`config.mk`:
```
export PLATFORM = sky130hd
export DESIGN_NAME = itch_message_dispatcher
export DESIGN_NICKNAME = d
export VERILOG_FILES = /design/src/rtl/itch_message_dispatcher.sv
export SDC_FILE = /design/constraint.sdc
export NUM_CORES = 1
export LEC_CHECK = 0
export ABC_AREA = 0
export CORE_MARGIN = 2
export CORE_UTILIZATION = 40
export CTS_BUF_LIST = sky130_fd_sc_hd__clkbuf_4 sky130_fd_sc_hd__clkbuf_8 sky130_fd_sc_hd__clkbuf_16
export CTS_CLUSTER_SIZE = 25
export DETAILED_ROUTE_END_ITERATION = 7
export HOLD_SLACK_MARGIN = 0.15
export PLACE_DENSITY = 0.65
export REMOVE_ABC_BUFFERS = 1
export SLEW_MARGIN = 10
export SYNTH_ARGS = -nofsm -noshare
export SYNTH_HDL_FRONTEND = slang
export SYNTH_SLANG_ARGS = --single-unit
```
`constraint.sdc`:
```
create_clock -name clk -period 6.31 [get_ports clk]
set_input_delay 0.9465 -clock clk [delete_from_list [all_inputs] [get_ports clk]]
set_output_delay 0.9465 -clock clk [all_outputs]
set_load 0.01 [all_outputs]
```
`src/rtl/itch_message_dispatcher.sv`:
```
// ITCH feed front end: frames messages from a 64-bit word stream and routes each body to its field parser.
// Optional build macro ITCH_DISPATCH_STATS_EN adds msgCount/skipCount message counters.
module itch_message_dispatcher #(
    parameter int                       NUM_PARSERS = 8,
    parameter logic [NUM_PARSERS*8-1:0] TYPE_CODES  = {"L", "R", "T", "A", "D", "E", "U", "X"},
    parameter logic [15:0]              MAX_LEN     = 16'd512
) (
    input  logic                   clk,
    input  logic                   rst,
    input  logic [63:0]            dataIn,
    input  logic                   dataValid,
    output logic                   dataReady,
    output logic [63:0]            parserData,
    output logic [NUM_PARSERS-1:0] parserStart,
    output logic [NUM_PARSERS-1:0] parserSel,
    output logic [5:0]             trackerOut,
    output logic                   msgLast,
`ifdef ITCH_DISPATCH_STATS_EN
    output logic                   frameErr,
    output logic [31:0]            msgCount,
    output logic [31:0]            skipCount
`else
    output logic                   frameErr
`endif
);

    typedef enum logic [1:0] {S_IDLE, S_HDR, S_BODY, S_SKIP} state_t;

    state_t                   state_q, state_d;
    logic [3:0]               ptr_q, ptr_d;
    logic [1:0]               cnt_q, cnt_d;
    logic [15:0]              hbuf_q, hbuf_d;
    logic [15:0]              rem_q, rem_d;
    logic [NUM_PARSERS-1:0]   sel_q, sel_d;
    logic                     pend_q, pend_d;
    logic [63:0]              hold_q, hold_d;
    logic                     rescan_q, rescan_d;
    logic                     ready_q, ready_d;
    logic                     ferr_q, ferr_d;
    logic [63:0]              parser_data_q, parser_data_d;
    logic [NUM_PARSERS-1:0]   start_q, start_d;
    logic [NUM_PARSERS-1:0]   psel_q, psel_d;
    logic [5:0]               tracker_q, tracker_d;
    logic                     last_q, last_d;

    logic [63:0]              word;
    logic                     act;
    logic                     in_hdr;
    logic [1:0]               cnt;
    logic [3:0]               ptr;
    logic [7:0]               hb0, hb1, hb2;
    logic [3:0]               hdr_end;
    logic                     hdr_done;
    logic [15:0]              len;
    logic                     len_bad;
    logic [NUM_PARSERS-1:0]   hit_vec;
    logic                     body_go;
    logic [3:0]               b_start;
    logic [15:0]              b_rem;
    logic                     b_hit;
    logic [NUM_PARSERS-1:0]   b_sel;
    logic                     b_first;
    logic [3:0]               avail;
    logic                     b_end;
    logic [3:0]               p2;
    logic                     emit;

    function automatic logic [7:0] get_byte(input logic [63:0] w, input logic [3:0] idx);
        get_byte = (idx < 4'd8) ? w[{idx[2:0], 3'b000} +: 8] : 8'h00;
    endfunction

    function automatic logic [15:0] sub_sat(input logic [15:0] a, input logic [15:0] b);
        sub_sat = (a > b) ? (a - b) : 16'd0;
    endfunction

    // A held word is re-scanned when a header completes right after a message end in the same word.
    assign word = rescan_q ? hold_q : dataIn;
    assign act  = rescan_q || (ready_q && dataValid);

    always_comb begin : scan
        in_hdr  = (state_q == S_IDLE) || (state_q == S_HDR);
        cnt     = (state_q == S_IDLE) ? 2'd0 : cnt_q;
        ptr     = (state_q == S_IDLE) ? 4'd0 : ptr_q;
        hb0     = (cnt != 2'd0) ? hbuf_q[7:0] : get_byte(word, ptr);
        hb1     = (cnt == 2'd2) ? hbuf_q[15:8]
                : get_byte(word, (cnt == 2'd1) ? ptr : ptr + 4'd1);
        hb2     = get_byte(word, ptr + 4'd2 - {2'b00, cnt});
        hdr_end = ptr + 4'd3 - {2'b00, cnt};
        hdr_done = in_hdr && (hdr_end <= 4'd8);
        len     = {hb0, hb1};
        len_bad = (len == 16'd0) || (len > MAX_LEN);
        for (int i = 0; i < NUM_PARSERS; i++) begin
            hit_vec[i] = (TYPE_CODES[8*(NUM_PARSERS-1-i) +: 8] == hb2);
        end
        body_go = in_hdr ? (hdr_done && !len_bad) : 1'b1;
        b_start = in_hdr ? hdr_end : ptr_q;
        b_rem   = in_hdr ? (len - 16'd1) : rem_q;
        b_hit   = in_hdr ? (|hit_vec) : (state_q == S_BODY);
        b_sel   = in_hdr ? hit_vec : sel_q;
        b_first = in_hdr ? 1'b1 : pend_q;
        avail   = 4'd8 - b_start;
        b_end   = body_go && ({12'd0, avail} >= b_rem);
        p2      = b_start + b_rem[3:0];
        // A type byte in the last slot of a word defers the start beat to the next word.
        emit    = act && body_go && b_hit && (b_end || (avail != 4'd0));
    end

    always_comb begin : next_state
        state_d  = state_q;
        ptr_d    = ptr_q;
        cnt_d    = cnt_q;
        hbuf_d   = hbuf_q;
        rem_d    = rem_q;
        sel_d    = sel_q;
        pend_d   = pend_q;
        ferr_d   = ferr_q;
        hold_d   = hold_q;
        rescan_d = 1'b0;
        if (act) begin
            hold_d = word;
            if (in_hdr && !hdr_done) begin
                state_d = S_HDR;
                ptr_d   = 4'd0;
                cnt_d   = cnt + 2'(4'd8 - ptr);
                if (cnt == 2'd0) begin
                    hbuf_d = {get_byte(word, ptr + 4'd1), get_byte(word, ptr)};
                end else begin
                    hbuf_d[15:8] = get_byte(word, ptr);
                end
            end else if (in_hdr && len_bad) begin
                state_d = S_IDLE;
                ptr_d   = 4'd0;
                cnt_d   = 2'd0;
                ferr_d  = 1'b1;
            end else if (!b_end) begin
                state_d = b_hit ? S_BODY : S_SKIP;
                ptr_d   = 4'd0;
                cnt_d   = 2'd0;
                rem_d   = sub_sat(b_rem, {12'd0, avail});
                sel_d   = b_sel;
                pend_d  = b_hit && b_first && !emit;
            end else begin
                state_d = S_HDR;
                ptr_d   = 4'd0;
                cnt_d   = 2'd0;
                pend_d  = 1'b0;
                rem_d   = 16'd0;
                if (p2 <= 4'd5) begin
                    ptr_d    = p2;
                    rescan_d = 1'b1;
                end else if (p2 < 4'd8) begin
                    cnt_d  = 2'(4'd8 - p2);
                    hbuf_d = {get_byte(word, p2 + 4'd1), get_byte(word, p2)};
                end
            end
        end
        ready_d = !rescan_d;
    end

    always_comb begin : outputs
        parser_data_d = act ? word : parser_data_q;
        psel_d        = emit ? b_sel : '0;
        start_d       = (emit && b_first) ? b_sel : '0;
        tracker_d     = (emit && b_first) ? {b_start[2:0], 3'b000} : 6'd0;
        last_d        = emit && b_end;
    end

    always_ff @(posedge clk or negedge rst) begin
        if (!rst) begin
            state_q       <= S_IDLE;
            ptr_q         <= 4'd0;
            cnt_q         <= 2'd0;
            hbuf_q        <= 16'd0;
            rem_q         <= 16'd0;
            sel_q         <= '0;
            pend_q        <= 1'b0;
            hold_q        <= 64'd0;
            rescan_q      <= 1'b0;
            ready_q       <= 1'b0;
            ferr_q        <= 1'b0;
            parser_data_q <= 64'd0;
            start_q       <= '0;
            psel_q        <= '0;
            tracker_q     <= 6'd0;
            last_q        <= 1'b0;
        end else begin
            state_q       <= state_d;
            ptr_q         <= ptr_d;
            cnt_q         <= cnt_d;
            hbuf_q        <= hbuf_d;
            rem_q         <= rem_d;
            sel_q         <= sel_d;
            pend_q        <= pend_d;
            hold_q        <= hold_d;
            rescan_q      <= rescan_d;
            ready_q       <= ready_d;
            ferr_q        <= ferr_d;
            parser_data_q <= parser_data_d;
            start_q       <= start_d;
            psel_q        <= psel_d;
            tracker_q     <= tracker_d;
            last_q        <= last_d;
        end
    end

    assign dataReady   = ready_q;
    assign parserData  = parser_data_q;
    assign parserStart = start_q;
    assign parserSel   = psel_q;
    assign trackerOut  = tracker_q;
    assign msgLast     = last_q;
    assign frameErr    = ferr_q;

`ifdef ITCH_DISPATCH_STATS_EN
    logic [31:0] msg_count_q, msg_count_d;
    logic [31:0] skip_count_q, skip_count_d;

    always_comb begin
        msg_count_d  = msg_count_q;
        skip_count_d = skip_count_q;
        if (act && in_hdr && hdr_done && !len_bad) begin
            if (|hit_vec) msg_count_d  = msg_count_q + 32'd1;
            else          skip_count_d = skip_count_q + 32'd1;
        end
    end

    always_ff @(posedge clk or negedge rst) begin
        if (!rst) begin
            msg_count_q  <= 32'd0;
            skip_count_q <= 32'd0;
        end else begin
            msg_count_q  <= msg_count_d;
            skip_count_q <= skip_count_d;
        end
    end

    assign msgCount  = msg_count_q;
    assign skipCount = skip_count_q;
`endif

endmodule

```
# == Word level (Yosys, flattened, before mapping) ==
# Cells that the tools add are included.
# totals
ff_bits,139
out_inout_bits,89
word_cells,146
# op_classes
order_cmp,11
add_sub_neg,13
reduce_logical,34
bitwise,3
n_eq_ne,15
muxes,48
shift,6
# ops
operator,count
$shiftx A64 B7 Y8,6
$mux W16,8
$mux W8,12
$eq A7 B8 Y1 const A,8
$mux W64,1
$mux W4,7
$lt A4 B4 Y1 const B,6
$mux W2,9
$ge A4 B16 Y1,1
$gt A16 B10 Y1 const B,1
$gt A16 B4 Y1,1
$logic_not A16 Y1,1
$sub A16 B1 Y16 const B,1
$sub A16 B4 Y16,1
$logic_and A1 B1 Y1,13
$mux W1,10
$add A4 B1 Y4 const B,2
$add A4 B2 Y4 const B,2
$reduce_or A8 Y1,1
$sub A4 B2 Y4,2
$mux W6,1
$reduce_and A3 Y1,2
$reduce_and A6 Y1,1
$reduce_bool A2 Y1,3
17 further kinds,30

# == Logic depth before layout (Yosys ltp) ==
# logic_depth
depth_word,18
depth_mapped,26
ltp_nobuf,25

# == Worst setup path before layout ==
# No wires, ideal clock.
# synth_timing
kind,reg-to-reg
start,register ptr_q[0]
end,register hbuf_q[10]
path_buffers,4
t_arrival_ns,5.162
setup_time_ns,0.125
path_stages_with_launch,23
path_slack_ns,1.023
cell_sequence,dfrtp_1 -> buf_4 -> o21a_2 -> buf_4 -> clkbuf_1 -> clkbuf_1 -> ha_1 -> ha_1 -> inv_1 -> fa_1 -> inv_1 -> mux2i_1 -> inv_1 -> ha_1 -> a21oi_1 -> xnor2_1 -> nor2_1 -> nor4b_1 -> nor4_2 -> nand3b_1 -> nor4_2 -> o21ai_2 -> mux2_2
# synth_via
elab_chain_len,17
# synth_lines
item,line,source
start: declaration,30,"logic [3:0] ptr_q, ptr_d;"
start signal: assignment,188,ptr_q <= ptr_d;
$mux W4,83,ptr = (state_q == S_IDLE) ? 4'd0 : ptr_q;
$add A4 B1 Y4,"86, 126",
$mux W4,86,": get_byte(word, (cnt == 2'd1) ? ptr : ptr + 4'd1);"
$shiftx A64 B7 Y8 or $lt A4 B4 Y1 (tied branches),69,"get_byte = (idx < 4'd8) ? w[{idx[2:0], 3'b000} +: 8] : 8'h00;"
$mux W8,69,
$mux W8,85,hb1 = (cnt == 2'd2) ? hbuf_q[15:8]
$sub A16 B1 Y16,97,b_rem = in_hdr ? (len - 16'd1) : rem_q;
$mux W16,97,
$add A4 B4 Y4,103,p2 = b_start + b_rem[3:0];
$add A4 B1 Y4,153,"hbuf_d = {get_byte(word, p2 + 4'd1), get_byte(word, p2)};"
$shiftx A64 B7 Y8 or $lt A4 B4 Y1 (tied branches),69,
$mux W8,69,
$mux W16,151,end else if (p2 < 4'd8) begin
$mux W16,148,if (p2 <= 4'd5) begin
$mux W16,135,end else if (!b_end) begin
$mux W16,130,end else if (in_hdr && len_bad) begin
$mux W16,121,if (in_hdr && !hdr_done) begin
end signal: assignment,190,hbuf_q <= hbuf_d;
end: declaration,32,"logic [15:0] hbuf_q, hbuf_d;"
# Several ways; a longest one is shown, not always the timed one. The select of a mux whose other input is x is not followed.
# A chain may end at the register's enable or synchronous reset.

# == Worst setup path after layout ==
# layout_timing
start,register state_q[0]
end,register hbuf_q[12]
# layout_via
elab_chain_len,18
# layout_lines
item,line,source
start: declaration,29,"state_t state_q, state_d;"
start signal: assignment,187,state_q <= state_d;
$logic_not A2 Y1,"81, 82, 83",
$mux W4 or $mux W2 (tied branches),"83, 82",
$add A4 B1 Y4 or $eq A2 B1 Y1 (tied branches),"86, 126",
$mux W4,86,
$shiftx A64 B7 Y8 or $lt A4 B4 Y1 (tied branches),69,
$mux W8,69,
$mux W8,85,
$sub A16 B1 Y16,97,
(+2 left out),-,
$add A4 B1 Y4,153,
$shiftx A64 B7 Y8 or $lt A4 B4 Y1 (tied branches),69,
$mux W8,69,
$mux W16,151,
$mux W16,148,
$mux W16,135,
$mux W16,130,
$mux W16,121,
# Several ways; a longest one is shown, not always the timed one. The select of a mux whose other input is x is not followed.

==> impl_metrics.csv <==
group,metric,value,unit
sta,slew_headroom,21.5,%
setup_path,crit_required,6.68,ns
clock_network,postCtsSetupBuffers,0,
floorplan,io_pins,156,
synthesis,synth_top_cell_by_area,"dfrtp_1",
synthesis,synth_edf_count,0,
floorplan,dieHeight,173,um
floorplan,die_x,173,um
clock_network,cts_tree,"yes",
cells_and_area,num_antenna_cells,0,
clock_network,cts_max_path_buffers,2,
setup_path,start_kind,"flop",
sta,fmaxAchievable,0.167,GHz
drt,dr.first_iter.drc_count,978,
cells_and_area,area_delta_synth_final,23.7,%
pwr,vdd_drop_max,190,uV
drt,vias,11300,
sta,setup_tns,0,ns
floorplan,start_util,40.4,%
cells_and_area,finalInstanceArea,14200,um2
synthesis,synthTopCellsByArea,"dfrtp_1, mux4_2, mux2i_1",
placement,routabilityCongestion,1.01,
global_routing,grt_remaining_overflow,0,
clock_network,cts_made_buffers,17,
cells_and_area,seqCellArea,3410,um2
clock_network,postCtsHoldBufs,0,
setup_path,endpoint_kind,"flop",
synthesis,yosysWarningCount,0,
sta,finClkSkew,0.0220,ns
drt,dr.pass1.iters,5,
clock_network,cts.repair.resized,0,
synthesis,synthesis.area,11500,um2
sta,period_needed,5.99,ns
clock_network,clk_latency,0.45,ns
cells_and_area,multiInputGateArea,7470,um2
global_routing,grt_max_degree,84,
global_routing,grt_pass1_wl,64700,um
cells_and_area,nets,1545,
clock_network,clockRootBuffer,"clkbuf_16",
drt,drt-total-wl,41900,um
drt,drc_errors,0,
placement,io_buffers,152,
cells_and_area,drive_gt1_share,15.5,%
sta,setup_viol,0,
placement,placed_area,13600,um2
synthesis,synthFlopType,"dfrtp_1",
synthesis,ys_seq_area_share,29.6,%
sta,period_share,94.9,%
global_routing,grt_pass1_vias,10800,
flow_run,maxCapViolCount,0,
drt,routedWlPerCell,22.6,um
floorplan,die_area,30100,um2
floorplan,fp-row-count,62,
clock_network,htree_levels,4,
drt,vias_per_cell,6.08,
sta,rsz0062_at_grt,"false",
worst_hold_path,min_path_type,"reg2reg",
worst_hold_path,hold_depth,2,
sta,hold_violations,0,
floorplan,core_area,28500,um2
clock_network,clk_pin_slew_worst_paths,0.07,ns
global_routing,track_usage,27.8,%
pwr,p_per_area,281,nW/um2
global_routing,antenna_found_initial,0,
placement,dp_hpwl,31000,um
setup_path,crit_fanout,13,
sta,worst_pin_slew,1.17,ns
setup_path,worstPathArrival,6.36,ns
clock_network,clkSinkCount,136,
synthesis,async_flop_share,100,%
cells_and_area,fill_cells,2728,
run_status,status,"finished, final reports clean",
setup_path,worstSetupPathType,"reg2reg",
synthesis,synth_seq_cells,136,
drt,ant_nets,0,
synthesis,synth.distinct_cells,93,
setup_path,r2r.worst_path.cells,20,
synthesis,synthDominantCellAreaShare,29.6,%
pwr,p_leak,5.62,nW
synthesis,synth.avg_cell_area,8.82,um2
sta,slew_viol_final,0,
synthesis,synthCells,1302,
## kinds of logic (layout without fill, tap and decap cells)
family / Yosys count / in the layout / synth area share [%]
fa+ha+maj: 23 / 23 / 2.77
compound gates: 363 / 363 / 21.3
mux: 165 / 165 / 20.0
other cells: 1 / 3 / 0.0326
buf+inv: 139 / 303 / 5.53
flops: 136 / 136 / 29.6
simple gates: 444 / 444 / 18.2
xor+xnor: 31 / 31 / 2.49
## layer usage
| layer | global-route usage (%) | wire length [um] | vias up |
|---|---|---|---|
| met5 | 0 | 0 | - |
| met4 | 13.9 | 2100 | 0 |
| met3 | 5.15 | 3150 | 118 |
| met2 | 44.1 | 19400 | 542 |
| met1 | 36.4 | 17200 | 5458 |
| li1 | - | - | 5134 |
## Yosys cell counts (30+ instances only)
master and n:
nor2_1 165, dfrtp_1 136, nand2_1 134, a21oi_1 104, mux2i_1 76, o21ai_0 56
clkbuf_1 53, mux4_2 47, inv_1 43, a211oi_1 36, mux2_2 34, nor3_1 30
## metrics by stage
stage	hold WS, ns	util [%]	power, mW	setup WS, ns	std cells
final	0.487	49.9	3.99	0.323	1852
after detailed placement	0.474	47.8	2.89	0.468	1820
after floorplan	0.448	-	2.20	-1.29	1211
after CTS	0.491	49.9	3.96	0.564	1852
after global routing	0.513	49.9	4.16	0.0488	1852
after global placement	0.467	47.8	2.87	0.490	1820
## worst paths after layout
| check | from | to | slack [ns] |
|---|---|---|---|
| hold / removal | rem_q[2] | rem_q[2] | 0.49 |
| max in group asynchronous | rst | parserData[21] | 4.49 |
| setup / recovery | state_q[0] | hbuf_q[12] | 0.32 |
| min in group asynchronous | rst | parserSel[2] | 0.55 |
| setup reg to reg | state_q[0] | hbuf_q[12] | 0.32 |
| hold reg to reg | rem_q[2] | rem_q[2] | 0.49 |
## critical path, cell delays in order (launching register included)
cell	delay [ns]
dfrtp_1	0.59
or2_1	0.55
nand2_1	0.55
a211oi_1	0.45
o31ai_2	0.18
and2_1	0.20
ha_1	0.27
inv_1	0.04
mux2i_1	0.19
inv_1	0.09
ha_1	0.30
a21o_1	0.18
a21oi_1	0.18
xnor2_1	0.16
nor2_1	0.16
nor4b_1	0.36
nor4_2	0.13
xnor2_1	0.84
nand3_1	0.16
o211ai_1	0.13
mux2_2	0.18
## cells in the final DEF, fill, tap and decap left out, drive strengths merged, types with 11 or more instances in the layout
cell           instances
nor2                 166
nand2                135
o22ai                 16
xor2                  11
o32ai                 18
mux2                  42
xnor2                 20
a22o                  13
o31ai                 26
inv                   53
clkdlybuf4s50        151
buf                   74
nand2b                11
nand3                 17
mux4                  47
nor3                  31
a211oi                38
a21oi                106
nor4                  17
ha                    19
o21ai                 66
dfrtp                136
and3                  18
a31oi                 12
clkbuf                17
mux2i                 76
## state kept, by name, indices dropped and copies added, names as in the netlist, 3 cells and up
signal and flops:
hbuf_q 16, parserData 64, parserSel 8, parserStart 8, ptr_q 4, rem_q 16
sel_q 8, trackerOut 3
## report_power, final
group	internal, mW	total [mW]	switching (mW)
clock network	0.568	1.07	0.501
registers	0.967	1.05	0.0852
logic	0.788	1.87	1.08
## layout make-up
| type | count | share of cell area, % |
|---|---|---|
| Sequential cell | 136 | 24.0 |
| Tap cell | 384 | 3.38 |
| Clock buffer | 17 | 2.99 |
| Multi-Input combinational cell | 1029 | 52.6 |
| Clock inverter | 15 | 1.29 |
| Inverter | 46 | 1.22 |
| Timing Repair Buffer | 225 | 14.6 |
(Power assumes the default switching activity.)
